--- config.mk ---
export PLATFORM = sky130hd
export DESIGN_NAME = tokenizer
export DESIGN_NICKNAME = d
export VERILOG_FILES = /design/src/rtl/tokenizer_pkg.sv /design/src/rtl/tok_classify.sv /design/src/rtl/tokenizer.sv
export SDC_FILE = /design/constraint.sdc
export NUM_CORES = 1
export LEC_CHECK = 0
export CORE_AREA = 2 2 240 242
export CTS_BUF_LIST = sky130_fd_sc_hd__clkbuf_8
export DETAILED_ROUTE_END_ITERATION = 7
export DIE_AREA = 0 0 242 244
export PLACE_DENSITY = 0.55
export SLEW_MARGIN = 0
export SYNTH_ARGS = -nofsm -noshare
export SYNTH_HDL_FRONTEND = slang
export SYNTH_SLANG_ARGS = --single-unit
--- constraint.sdc ---
create_clock -name clk -period 7.58 [get_ports clk]
set_clock_uncertainty 0.05 [all_clocks]
set_input_delay 1.516 -clock clk [delete_from_list [all_inputs] [get_ports clk]]
set_output_delay 1.516 -clock clk [all_outputs]
set_load 0.02 [all_outputs]
--- src/rtl/tokenizer_pkg.sv ---
// rtl/tokenizer_pkg.sv - token kinds, operator/keyword codes, lexer states and byte classes
package tokenizer_pkg;

  typedef enum logic [2:0] {
    K_RESERVED = 3'd0,
    K_IDENT    = 3'd1,
    K_NUM      = 3'd2,
    K_EOF      = 3'd3,
    K_ERR      = 3'd4
  } kind_t;

  typedef enum logic [1:0] {S_SCAN, S_NUM, S_IDENT, S_OP2} state_t;

  localparam logic [4:0] OP_LE     = 5'd14;
  localparam logic [4:0] OP_GE     = 5'd15;
  localparam logic [4:0] OP_EQ     = 5'd16;
  localparam logic [4:0] OP_NE     = 5'd17;
  localparam logic [4:0] OP_RETURN = 5'd18;
  localparam logic [4:0] OP_IF     = 5'd19;
  localparam logic [4:0] OP_ELSE   = 5'd20;
  localparam logic [4:0] OP_FOR    = 5'd21;
  localparam logic [4:0] OP_WHILE  = 5'd22;

  // Keywords packed first-character-in-low-byte, matching out_name layout
  localparam logic [47:0] KW_RETURN = {"n", "r", "u", "t", "e", "r"};
  localparam logic [15:0] KW_IF     = {"f", "i"};
  localparam logic [31:0] KW_ELSE   = {"e", "s", "l", "e"};
  localparam logic [23:0] KW_FOR    = {"r", "o", "f"};
  localparam logic [39:0] KW_WHILE  = {"e", "l", "i", "h", "w"};

  function automatic logic is_digit(input logic [7:0] c);
    return (c >= "0") && (c <= "9");
  endfunction

  function automatic logic is_word(input logic [7:0] c);
    return is_digit(c) || ((c >= "a") && (c <= "z")) || ((c >= "A") && (c <= "Z")) || (c == "_");
  endfunction

  function automatic logic is_space(input logic [7:0] c);
    return (c == 8'h20) || (c == 8'h09) || (c == 8'h0A) || (c == 8'h0D);
  endfunction

  function automatic logic is_op2(input logic [7:0] c);
    return (c == "<") || (c == ">") || (c == "=") || (c == "!");
  endfunction

  // Zero means the byte is not a single-character operator
  function automatic logic [4:0] op1_code(input logic [7:0] c);
    case (c)
      "+":     return 5'd1;
      "-":     return 5'd2;
      "*":     return 5'd3;
      "/":     return 5'd4;
      "(":     return 5'd5;
      ")":     return 5'd6;
      "{":     return 5'd7;
      "}":     return 5'd8;
      ";":     return 5'd9;
      ",":     return 5'd10;
      "<":     return 5'd11;
      ">":     return 5'd12;
      "=":     return 5'd13;
      default: return 5'd0;
    endcase
  endfunction

  function automatic logic [4:0] op2_code(input logic [7:0] first);
    case (first)
      "<":     return OP_LE;
      ">":     return OP_GE;
      "=":     return OP_EQ;
      default: return OP_NE;
    endcase
  endfunction

endpackage

--- src/rtl/tok_classify.sv ---
// rtl/tok_classify.sv - combinational keyword lookup on a packed identifier
module tok_classify
  import tokenizer_pkg::*;
#(
  parameter int MAX_ID_LEN = 8
) (
  input  logic [8*MAX_ID_LEN-1:0] name,
  input  logic [3:0]              len,
  output logic                    is_kw,
  output logic [4:0]              op
);
  localparam int W = 8 * MAX_ID_LEN;

  // Unused name bytes are always zero, so a zero-extended compare plus length is exact
  always_comb begin
    is_kw = 1'b1;
    op    = '0;
    if (len == 4'd6 && name == W'(KW_RETURN))     op = OP_RETURN;
    else if (len == 4'd2 && name == W'(KW_IF))    op = OP_IF;
    else if (len == 4'd4 && name == W'(KW_ELSE))  op = OP_ELSE;
    else if (len == 4'd3 && name == W'(KW_FOR))   op = OP_FOR;
    else if (len == 4'd5 && name == W'(KW_WHILE)) op = OP_WHILE;
    else is_kw = 1'b0;
  end

endmodule

--- src/rtl/tokenizer.sv ---
// rtl/tokenizer.sv - byte-stream lexer emitting one registered token per handshake
module tokenizer
  import tokenizer_pkg::*;
#(
  parameter int MAX_ID_LEN = 8
) (
  input  logic                    clk,
  input  logic                    rst,
  input  logic                    in_valid,
  output logic                    in_ready,
  input  logic [7:0]              in_data,
  input  logic                    in_last,
  output logic                    out_valid,
  input  logic                    out_ready,
  output logic [2:0]              out_kind,
  output logic [4:0]              out_op,
  output logic [31:0]             out_val,
  output logic [8*MAX_ID_LEN-1:0] out_name,
  output logic [3:0]              out_len
);
  localparam int W = 8 * MAX_ID_LEN;
  localparam logic [3:0] MAX_LEN = 4'(MAX_ID_LEN);

  state_t        state;
  logic [31:0]   val_acc;
  logic [W-1:0]  name_acc;
  logic [3:0]    len_acc;
  logic          trunc_acc;
  logic [7:0]    op_first;
  logic          replay_valid;
  logic [7:0]    replay_data;
  logic          replay_last;
  logic          eof_pend;

  logic          slot_free, take, last, cont, emit, to_replay;
  logic [7:0]    b, sx;
  logic [31:0]   num_next;
  logic [W-1:0]  id_name;
  logic [3:0]    id_len;
  logic          id_trunc, kw_hit;
  logic [4:0]    kw_op;
  kind_t         e_kind;
  logic [4:0]    e_op;
  logic [31:0]   e_val;
  logic [W-1:0]  e_name;
  logic [3:0]    e_len;

  assign slot_free = !out_valid || out_ready;
  assign in_ready  = !rst && !replay_valid && !eof_pend && slot_free;
  // A pending replay byte always wins over the input port
  assign take      = replay_valid ? slot_free : (in_valid && in_ready);
  assign b         = replay_valid ? replay_data : in_data;
  assign last      = replay_valid ? replay_last : in_last;
  assign num_next  = val_acc * 32'd10 + {28'd0, b[3:0]};

  always_comb begin
    id_name  = name_acc;
    id_len   = len_acc;
    id_trunc = trunc_acc;
    if (is_word(b)) begin
      if (len_acc < MAX_LEN) begin
        id_name[8*len_acc +: 8] = b;
        id_len = len_acc + 4'd1;
      end else begin
        id_trunc = 1'b1;
      end
    end
  end

  tok_classify #(.MAX_ID_LEN(MAX_ID_LEN)) u_classify (
    .name  (id_name),
    .len   (id_len),
    .is_kw (kw_hit),
    .op    (kw_op)
  );

  // Token that would be produced if this cycle's byte ends or completes one
  always_comb begin
    sx        = (state == S_OP2) ? op_first : b;
    cont      = (state == S_NUM) ? is_digit(b) : ((state == S_IDENT) ? is_word(b) : 1'b0);
    e_kind    = K_RESERVED;
    e_op      = '0;
    e_val     = '0;
    e_name    = '0;
    e_len     = '0;
    emit      = 1'b0;
    to_replay = 1'b0;
    if (state == S_SCAN && is_space(b)) begin
      e_kind = K_EOF;
    end else if (state == S_NUM || (state == S_SCAN && is_digit(b))) begin
      e_kind = K_NUM;
      e_val  = is_digit(b) ? num_next : val_acc;
    end else if (state == S_IDENT || (state == S_SCAN && is_word(b))) begin
      e_kind = (kw_hit && !id_trunc) ? K_RESERVED : K_IDENT;
      e_op   = (kw_hit && !id_trunc) ? kw_op : 5'd0;
      e_name = id_name;
      e_len  = id_len;
    end else if (state == S_OP2 && b == "=") begin
      e_op = op2_code(op_first);
    end else if (op1_code(sx) != 5'd0) begin
      e_op = op1_code(sx);
    end else begin
      e_kind = K_ERR;
      e_val  = {24'd0, sx};
    end
    case (state)
      S_SCAN:  emit = is_space(b) ? last : (last || !is_word(b) && !is_op2(b));
      S_OP2: begin
        emit      = 1'b1;
        to_replay = (b != "=");
      end
      default: begin
        emit      = !cont || last;
        to_replay = !cont;
      end
    endcase
  end

  always_ff @(posedge clk or posedge rst) begin
    if (rst) begin
      state        <= S_SCAN;
      val_acc      <= '0;
      name_acc     <= '0;
      len_acc      <= '0;
      trunc_acc    <= 1'b0;
      op_first     <= '0;
      replay_valid <= 1'b0;
      replay_data  <= '0;
      replay_last  <= 1'b0;
      eof_pend     <= 1'b0;
      out_valid    <= 1'b0;
      out_kind     <= '0;
      out_op       <= '0;
      out_val      <= '0;
      out_name     <= '0;
      out_len      <= '0;
    end else begin
      if (out_valid && out_ready) out_valid <= 1'b0;
      if (take) begin
        replay_valid <= to_replay;
        replay_data  <= b;
        replay_last  <= last;
        if (emit) begin
          out_valid <= 1'b1;
          out_kind  <= e_kind;
          out_op    <= e_op;
          out_val   <= e_val;
          out_name  <= e_name;
          out_len   <= e_len;
        end
        // A replayed last byte defers EOF until the replay itself is processed
        if (last && !to_replay && !(state == S_SCAN && is_space(b))) eof_pend <= 1'b1;
        if (emit || state == S_OP2) begin
          state     <= S_SCAN;
          val_acc   <= '0;
          name_acc  <= '0;
          len_acc   <= '0;
          trunc_acc <= 1'b0;
        end else begin
          case (state)
            S_SCAN: begin
              if (is_digit(b)) begin
                state   <= S_NUM;
                val_acc <= num_next;
              end else if (is_word(b)) begin
                state     <= S_IDENT;
                name_acc  <= id_name;
                len_acc   <= id_len;
                trunc_acc <= id_trunc;
              end else if (!is_space(b)) begin
                state    <= S_OP2;
                op_first <= b;
              end
            end
            S_NUM: val_acc <= num_next;
            S_IDENT: begin
              name_acc  <= id_name;
              len_acc   <= id_len;
              trunc_acc <= id_trunc;
            end
            default: ;
          endcase
        end
      end else if (eof_pend && slot_free && !replay_valid) begin
        eof_pend  <= 1'b0;
        out_valid <= 1'b1;
        out_kind  <= K_EOF;
        out_op    <= '0;
        out_val   <= '0;
        out_name  <= '0;
        out_len   <= '0;
      end
    end
  end

endmodule

# After elaboration in Yosys (flattened, before gate mapping)
# Index checks and enable logic that the tools add are counted.
# Widths: inputs -> output; s select.
# word_totals
ff_bits	231
latch_bits	0
mem_bits_rw	0
rom_bits	0
in_bits	13
n_memories	0
# classes
n_addsub	3
multipliers	1
div	0
n_lt_le_gt_ge	7
eq_ne	44
n_shift	2
muxes	97
bitwise	4
n_reduce_logical	60
# op_table
op	n
$mux 64	11
$mux 32	7
$eq 8x6->1 const B	19
$pmux 64 s2	1
$mux 5	17
$bwmux 64	1
$eq 64x15->1 const B	1
$eq 64x23->1 const B	1
$eq 64x31->1 const B	1
$eq 64x39->1 const B	1
$eq 64x47->1 const B	1
$pmux 32 s2	1
$shift 8x34->64 const A	1
$shiftx 8x34->64	1
$pmux 4 s13	1
$mux 4	12
$mux 8	5
$neg 7->34	1
$add 32x4->32	1
$mul 32x3->31 const B	1
$eq 8x4->1 const B	3
$eq 8x7->1 const B	3
$mux 3	8
$logic_and 1x1->1	23
30 further kinds	96

# Logic depth before layout (Yosys ltp)
# logic_depth
ltp_word	21
mapped_depth	18

# By module
# Synthesis repeated with hierarchy kept, for this count alone.
# hier_totals
hier_cells	1627
hier_area_um2	14581.5
# by_module_without_submodules
module	instances	cells_per_inst	area_each_um2	seq_area_each_um2
tokenizer	1	1552	14007.2	5780.5
tok_classify	1	75	574.3	0.0

# Worst setup path before layout
# OpenSTA, ideal clock, no wires.
# synth_path
path_kind	in2reg
startpoint	input port in_data[2]
endpoint	register out_op[1]
setup_time_ns	0.104
arrival_ns	4.677
required_ns	7.426
path_slack_ns	2.750
cell_stages	13
path_buffers	1
cell_sequence	mux2i_2 -> o21ai_2 -> a2111o_2 -> a31oi_4 -> and3_1 -> buf_6 -> mux2i_1 -> nand4b_1 -> or4_1 -> nor4_1 -> nor2_1 -> nor3b_1 -> o41ai_2
# synth_via
elab_chain_cells	21
word_cells_on_any_way	107
cone_classes	order compare: 6; eq/ne: 33; shift: 1; mux: 34; reduce/logical: 33
# synth_rtl
element	line	rtl
start, declared	tokenizer.sv:11	input logic [7:0] in_data,
$mux 8 (*)	tokenizer.sv:52	assign b = replay_valid ? replay_data : in_data;
$ge 8x6->1 (tied with other cells)	tokenizer_pkg.sv:32	return (c >= "0") && (c <= "9");
$logic_and 1x1->1, on equally long branches	tokenizer_pkg.sv:32, tokenizer_pkg.sv:36	
$logic_or 1x1->1 (3 in a row)	tokenizer_pkg.sv:36	return is_digit(c) || ((c >= "a") && (c <= "z")) || ((c >= "A") && (c <= "Z")) || (c == "_");
$mux 64 / $mux 4 (equally long branches)	tokenizer.sv:60	if (is_word(b)) begin
$eq 64x39->1 / $eq 4x3->1 (equally long branches)	tok_classify.sv:22	else if (len == 4'd5 && name == W'(KW_WHILE)) op = OP_WHILE;
$logic_and 1x1->1	tok_classify.sv:22	
$mux 1	tok_classify.sv:22	
[3 not listed]	n/a	
$mux 1	tok_classify.sv:18	if (len == 4'd6 && name == W'(KW_RETURN)) op = OP_RETURN;
$logic_and 1x1->1	tokenizer.sv:95	e_op = (kw_hit && !id_trunc) ? kw_op : 5'd0;
$mux 5	tokenizer.sv:95	
$mux 5	tokenizer.sv:93	end else if (state == S_IDENT || (state == S_SCAN && is_word(b))) begin
$mux 5	tokenizer.sv:90	end else if (state == S_NUM || (state == S_SCAN && is_digit(b))) begin
$mux 5	tokenizer.sv:88	if (state == S_SCAN && is_space(b)) begin
$mux 5	tokenizer.sv:143	if (emit) begin
$mux 5	tokenizer.sv:139	if (take) begin
end signal, assigned	tokenizer.sv:146	out_op <= e_op;
end, declared	tokenizer.sv:16	output logic [4:0] out_op,
# Mark *: on every way between the ends. The rest lies on a longest branch, timed or not. The select of a mux whose other input is x is not followed.
# A chain may end at the register's enable or synchronous reset.

# Worst setup path after layout
# layout_path
startpoint	register len_acc[0]
endpoint	register out_op[0]
# layout_via
elab_chain_cells	19
word_cells_on_any_way	44
cone_classes	add/sub: 2; order compare: 1; eq/ne: 10; shift: 2; mux: 22; reduce/logical: 7
# layout_rtl
element	line	rtl
start, declared	tokenizer.sv:27	logic [3:0] len_acc;
start signal, assigned	tokenizer.sv:168	len_acc <= id_len;
start signal, assigned	tokenizer.sv:178	len_acc <= id_len;
$neg 7->34	tokenizer.sv:62	id_name[8*len_acc +: 8] = b;
$shiftx 8x34->64 / $shift 8x34->64 (equally long branches)	tokenizer.sv:62	
$bwmux 64	tokenizer.sv:62	
$mux 64	tokenizer.sv:61	if (len_acc < MAX_LEN) begin
$mux 64	tokenizer.sv:60	
$eq 64x39->1	tok_classify.sv:22	
$logic_and 1x1->1	tok_classify.sv:22	
$mux 1	tok_classify.sv:22	
[3 not listed]	n/a	
$mux 1	tok_classify.sv:18	
$logic_and 1x1->1	tokenizer.sv:95	
$mux 5 (*)	tokenizer.sv:95	
$mux 5 (*)	tokenizer.sv:93	
$mux 5 (*)	tokenizer.sv:90	
$mux 5 (*)	tokenizer.sv:88	
$mux 5 (*)	tokenizer.sv:143	
$mux 5 (*)	tokenizer.sv:139	
# Marks and branches as above.

==> summary.md <==
| Metric | Value |
|---|---|
| Fmax achieved | `0.159 GHz` |
| Vias | `13400` |
| # port buffers | `122` |
| Type of origin of the critical path | `register` |
| CP cell instances | `inv_1 -> ha_1 -> or2_2 -> o21ai_0 -> nand3_1 -> a311oi_4 -> mux2i_1 -> nand4b_1 -> or4_1 -> nor4_1 -> o21ai_0 -> nand3_2 -> a32o_1` |
| Finished layout cell area | `17600 um2` |
| Post CTS Setup Buffer Count | `0` |
| GR Overflow Total | `0` |
| Gate power share | `0.399` |
| Critical Path AT | `6.76 ns` |
| R2R cell count | `13` |
| Hold Path Sink | `out_name[10]` |
| Worst-Margin Slew | `1.03 ns` |
| Worst path most repeated cell | `o21ai_0` |
| Slowest Stage Delay on Critical Path | `0.83 ns` |
| GRT met3 Usage | `0.0333` |
| Worst-path fanout max | `22` |
| Antenna-violating nets left | `0` |
| CTS max path bufs | `3` |
| Finished Layout Cells | `2566` |
| Setup violations, final | `0` |
| GRT busiest layer | `met2` |
| First-pass GRT wire length | `78000 um` |
| Syn Nets | `1748` |
| Status | `finished clean` |
| Cell Area, Placed | `16600 um2` |
| Core area | `56200 um2` |
| Vias per std cell | `5.24` |
| Min-Delay Path Class | `register to register` |
| Cell row count | `87` |
| Total internal power | `2660 uW` |
| Tot GR Track Use | `0.168` |
| Fin util | `0.313` |
| CTS root buf | `clkbuf_8` |
| Placed insts | `2485` |
| Flops & latches, synth | `231` |
| Sequential cell area fraction in the yosys report | `0.397` |
| # fillers | `5972` |
| Min-Delay Startpoint | `out_name[10]` |
| CTS resizes | `0` |
| Synth-to-Final Area Change | `20.6%` |
| Register area | `5780 um2` |
| CTS H-Tree Depth | `2` |
| RSZ-0062 raised after global routing | `false` |
| Post-detail-place hpwl | `36800 um` |
| Hold path cells | `2` |
| Drt first pass iters | `5` |
| Final hold viol count | `0` |
| Initial DRC Count | `1005` |
| Total of max-cap violations | `0` |
| Fin Hold WS | `0.423 ns` |
| Mean Syn Cell Area | `8.73 um2` |
| Register-to-Register Setup Slack | `1.30 ns` |
| Footprint of the multi-input gates | `8340 um2` |
| Clk sink count | `231` |
| Synth Cell Area | `14600 um2` |
| Switching Share | `0.444` |
| Largest net degree at the start of global routing | `153` |
| Static leakage | `0.00721 uW` |
| Number of hold buffers added after CTS | `0` |
| Reg clk slew, reported paths | `0.07 ns` |
| Synth area leaders | `dfrtp_1 (40%), nand2_1 (6.9%), ha_1 (5.6%)` |
| Die footprint | `59000 um2` |
| Crit Reg-Reg Endpoint | `out_op[0]` |
| VDD IR max | `0.255 mV` |
| Vias in the first global route | `12800` |
| PwrDens | `273 nW/um2` |
| Data required, critical path | `8.06 ns` |
| EDFF count, synth | `0` |
| Syn Inst Count | `1668` |
| Routed wire per std cell | `19.7 um` |
| Final setup TNS | `0 ns` |
| Synth Warn # | `0` |
| Total Wirelength | `50500 um` |
| TritonCTS Buffers | `45` |
| Pins Over Slew Limit | `0` |
| Initial antenna violation count | `1` |
| Ports | `123` |
| Final period utilization | `0.828` |
| Worst slew margin | `0.307` |
| Worst r2r src | `len_acc[0]` |
| DR DRC count | `0` |
| Initial Utilization | `0.259` |
| Flop pwr share | `0.314` |
| Layout cells sized above 1 | `0.0796` |
| Asr flop ratio synth | `1.00` |
| Routability Congestion | `0.931` |
| Worst-Skew Late Latency | `0.62 ns` |
| P_sw | `2130 uW` |
| CP Class | `register to register` |
| Die width | `242 um` |
| CTS tree | `yes` |
| CP Capture Type | `register` |
| Fin nets | `1856` |
| Synth cell types | `95` |
| CP max stage cell | `a311oi_4` |
| Fin crit period | `6.28 ns` |
| Met2 usage | `0.277` |
| Die Span Y | `244 um` |
| Clock power frac | `0.286` |
| Synth area leader | `dfrtp_1` |
| Yosys top cell area share | `0.397` |
| Flip-flop cell with the highest count after synthesis | `dfrtp_1` |
| Grt met1 use | `0.220` |
## placed cells by master, fill, tap and decap left out, types with 6 or more instances in the layout
cell type,n
nand2_1,267
dfrtp_1,231
o21ai_0,131
nor2_1,127
clkdlybuf4s50_1,122
a21oi_1,96
o31ai_1,73
ha_1,65
clkbuf_8,54
nor3_1,47
nand3_1,43
inv_1,39
mux2i_1,36
xnor2_1,35
a22o_1,29
a21o_1,24
nor4_1,23
buf_4,21
o21ai_1,19
and2_1,18
or3_1,16
nand4_1,16
and3_1,15
nor2b_1,14
nand2b_1,13
xor2_1,13
mux2_2,12
o22ai_1,11
o21a_1,10
nor3b_1,9
or2_2,9
a31oi_1,8
nand3b_1,7
or4_1,7
o211ai_1,6
a22oi_1,6
## worst max path at each step
stage                          start  cells past startpoint  slack, ns   endpoint
after global placement    in_data[2]                     12       1.44  out_op[1]
after CTS                 len_acc[0]                     13       1.50  out_op[0]
after detailed placement  in_data[2]                     12       1.34  out_op[1]
after floorplan           in_data[2]                     13       2.75  out_op[1]
after global routing      len_acc[0]                     13       1.03  out_op[1]
final                     len_acc[0]                     13       1.30  out_op[0]
## critical path: cells and delay by family, from the launching register on
| family | cells | cell delay [ns] |
|---|---|---|
| buf+inv | 1 | 0.40 |
| simple gates | 6 | 2.15 |
| flops | 1 | 0.80 |
| compound gates | 4 | 1.88 |
| mux | 1 | 0.53 |
| fa+ha+maj | 1 | 0.39 |
## synth_stat cells (35+ instances only)
master	number
nand2_1	267
dfrtp_1	231
o21ai_0	133
nor2_1	128
a21oi_1	96
o31ai_1	73
ha_1	65
clkbuf_1	62
nor3_1	47
nand3_1	44
mux2i_1	36
xnor2_1	35
## registers in the layout, indices dropped and copies added (netlist names)
signal        flops
out_kind          3
out_valid         1
name_acc         64
replay_data       8
state             2
out_len           4
replay_valid      1
len_acc           4
trunc_acc         1
op_first          8
out_val          32
val_acc          32
out_name         64
out_op            5
replay_last       1
eof_pend          1
## power by group through the flow
stage	Clock, uW	Sequential, uW	Combinational, uW
after floorplan	0	1520	1220
after global placement	0	1520	1890
after detailed placement	0	1520	1890
after CTS	1420	1500	1900
after global routing	1470	1520	2080
final	1370	1510	1910
## cell families (layout without fill, tap and decap cells)
group / count (synthesis) / after routing / synth area share
AO/OA/AOI/OAI: 496 / 496 / 0.227
XOR/XNOR: 48 / 48 / 0.0289
adder cells (fa/ha/maj): 67 / 67 / 0.0586
buffers and inverters: 112 / 252 / 0.0322
flip-flops: 231 / 231 / 0.397
multiplexers: 51 / 51 / 0.0381
other: 0 / 2 / 0
AND/OR/NAND/NOR: 663 / 663 / 0.218
## layer usage
metal / part of all wire / vias to the layer above
met3: 0.060 / 90
met2: 0.47 / 429
met1: 0.44 / 6558
met5: 0 / -
met4: 0.028 / 0
li1: - / 6357
## final cells by class
class	instances	area share
Multi-Input combinational cell	1325	0.475
Inverter	28	0.00620
Tap cell	756	0.0539
Timing Repair Buffer	145	0.0808
Clock inverter	25	0.0125
Sequential cell	231	0.329
Clock buffer	54	0.0423
Antenna cell	2	0.000285
## through the flow
step / total power, uW / setup slack (ns)
detailed placement: 3420 / 1.34
global placement: 3420 / 1.44
finish: 4790 / 1.30
floorplan: 2740 / 2.75
CTS: 4830 / 1.50
global route: 5070 / 1.03
(Power assumes the default switching activity.)
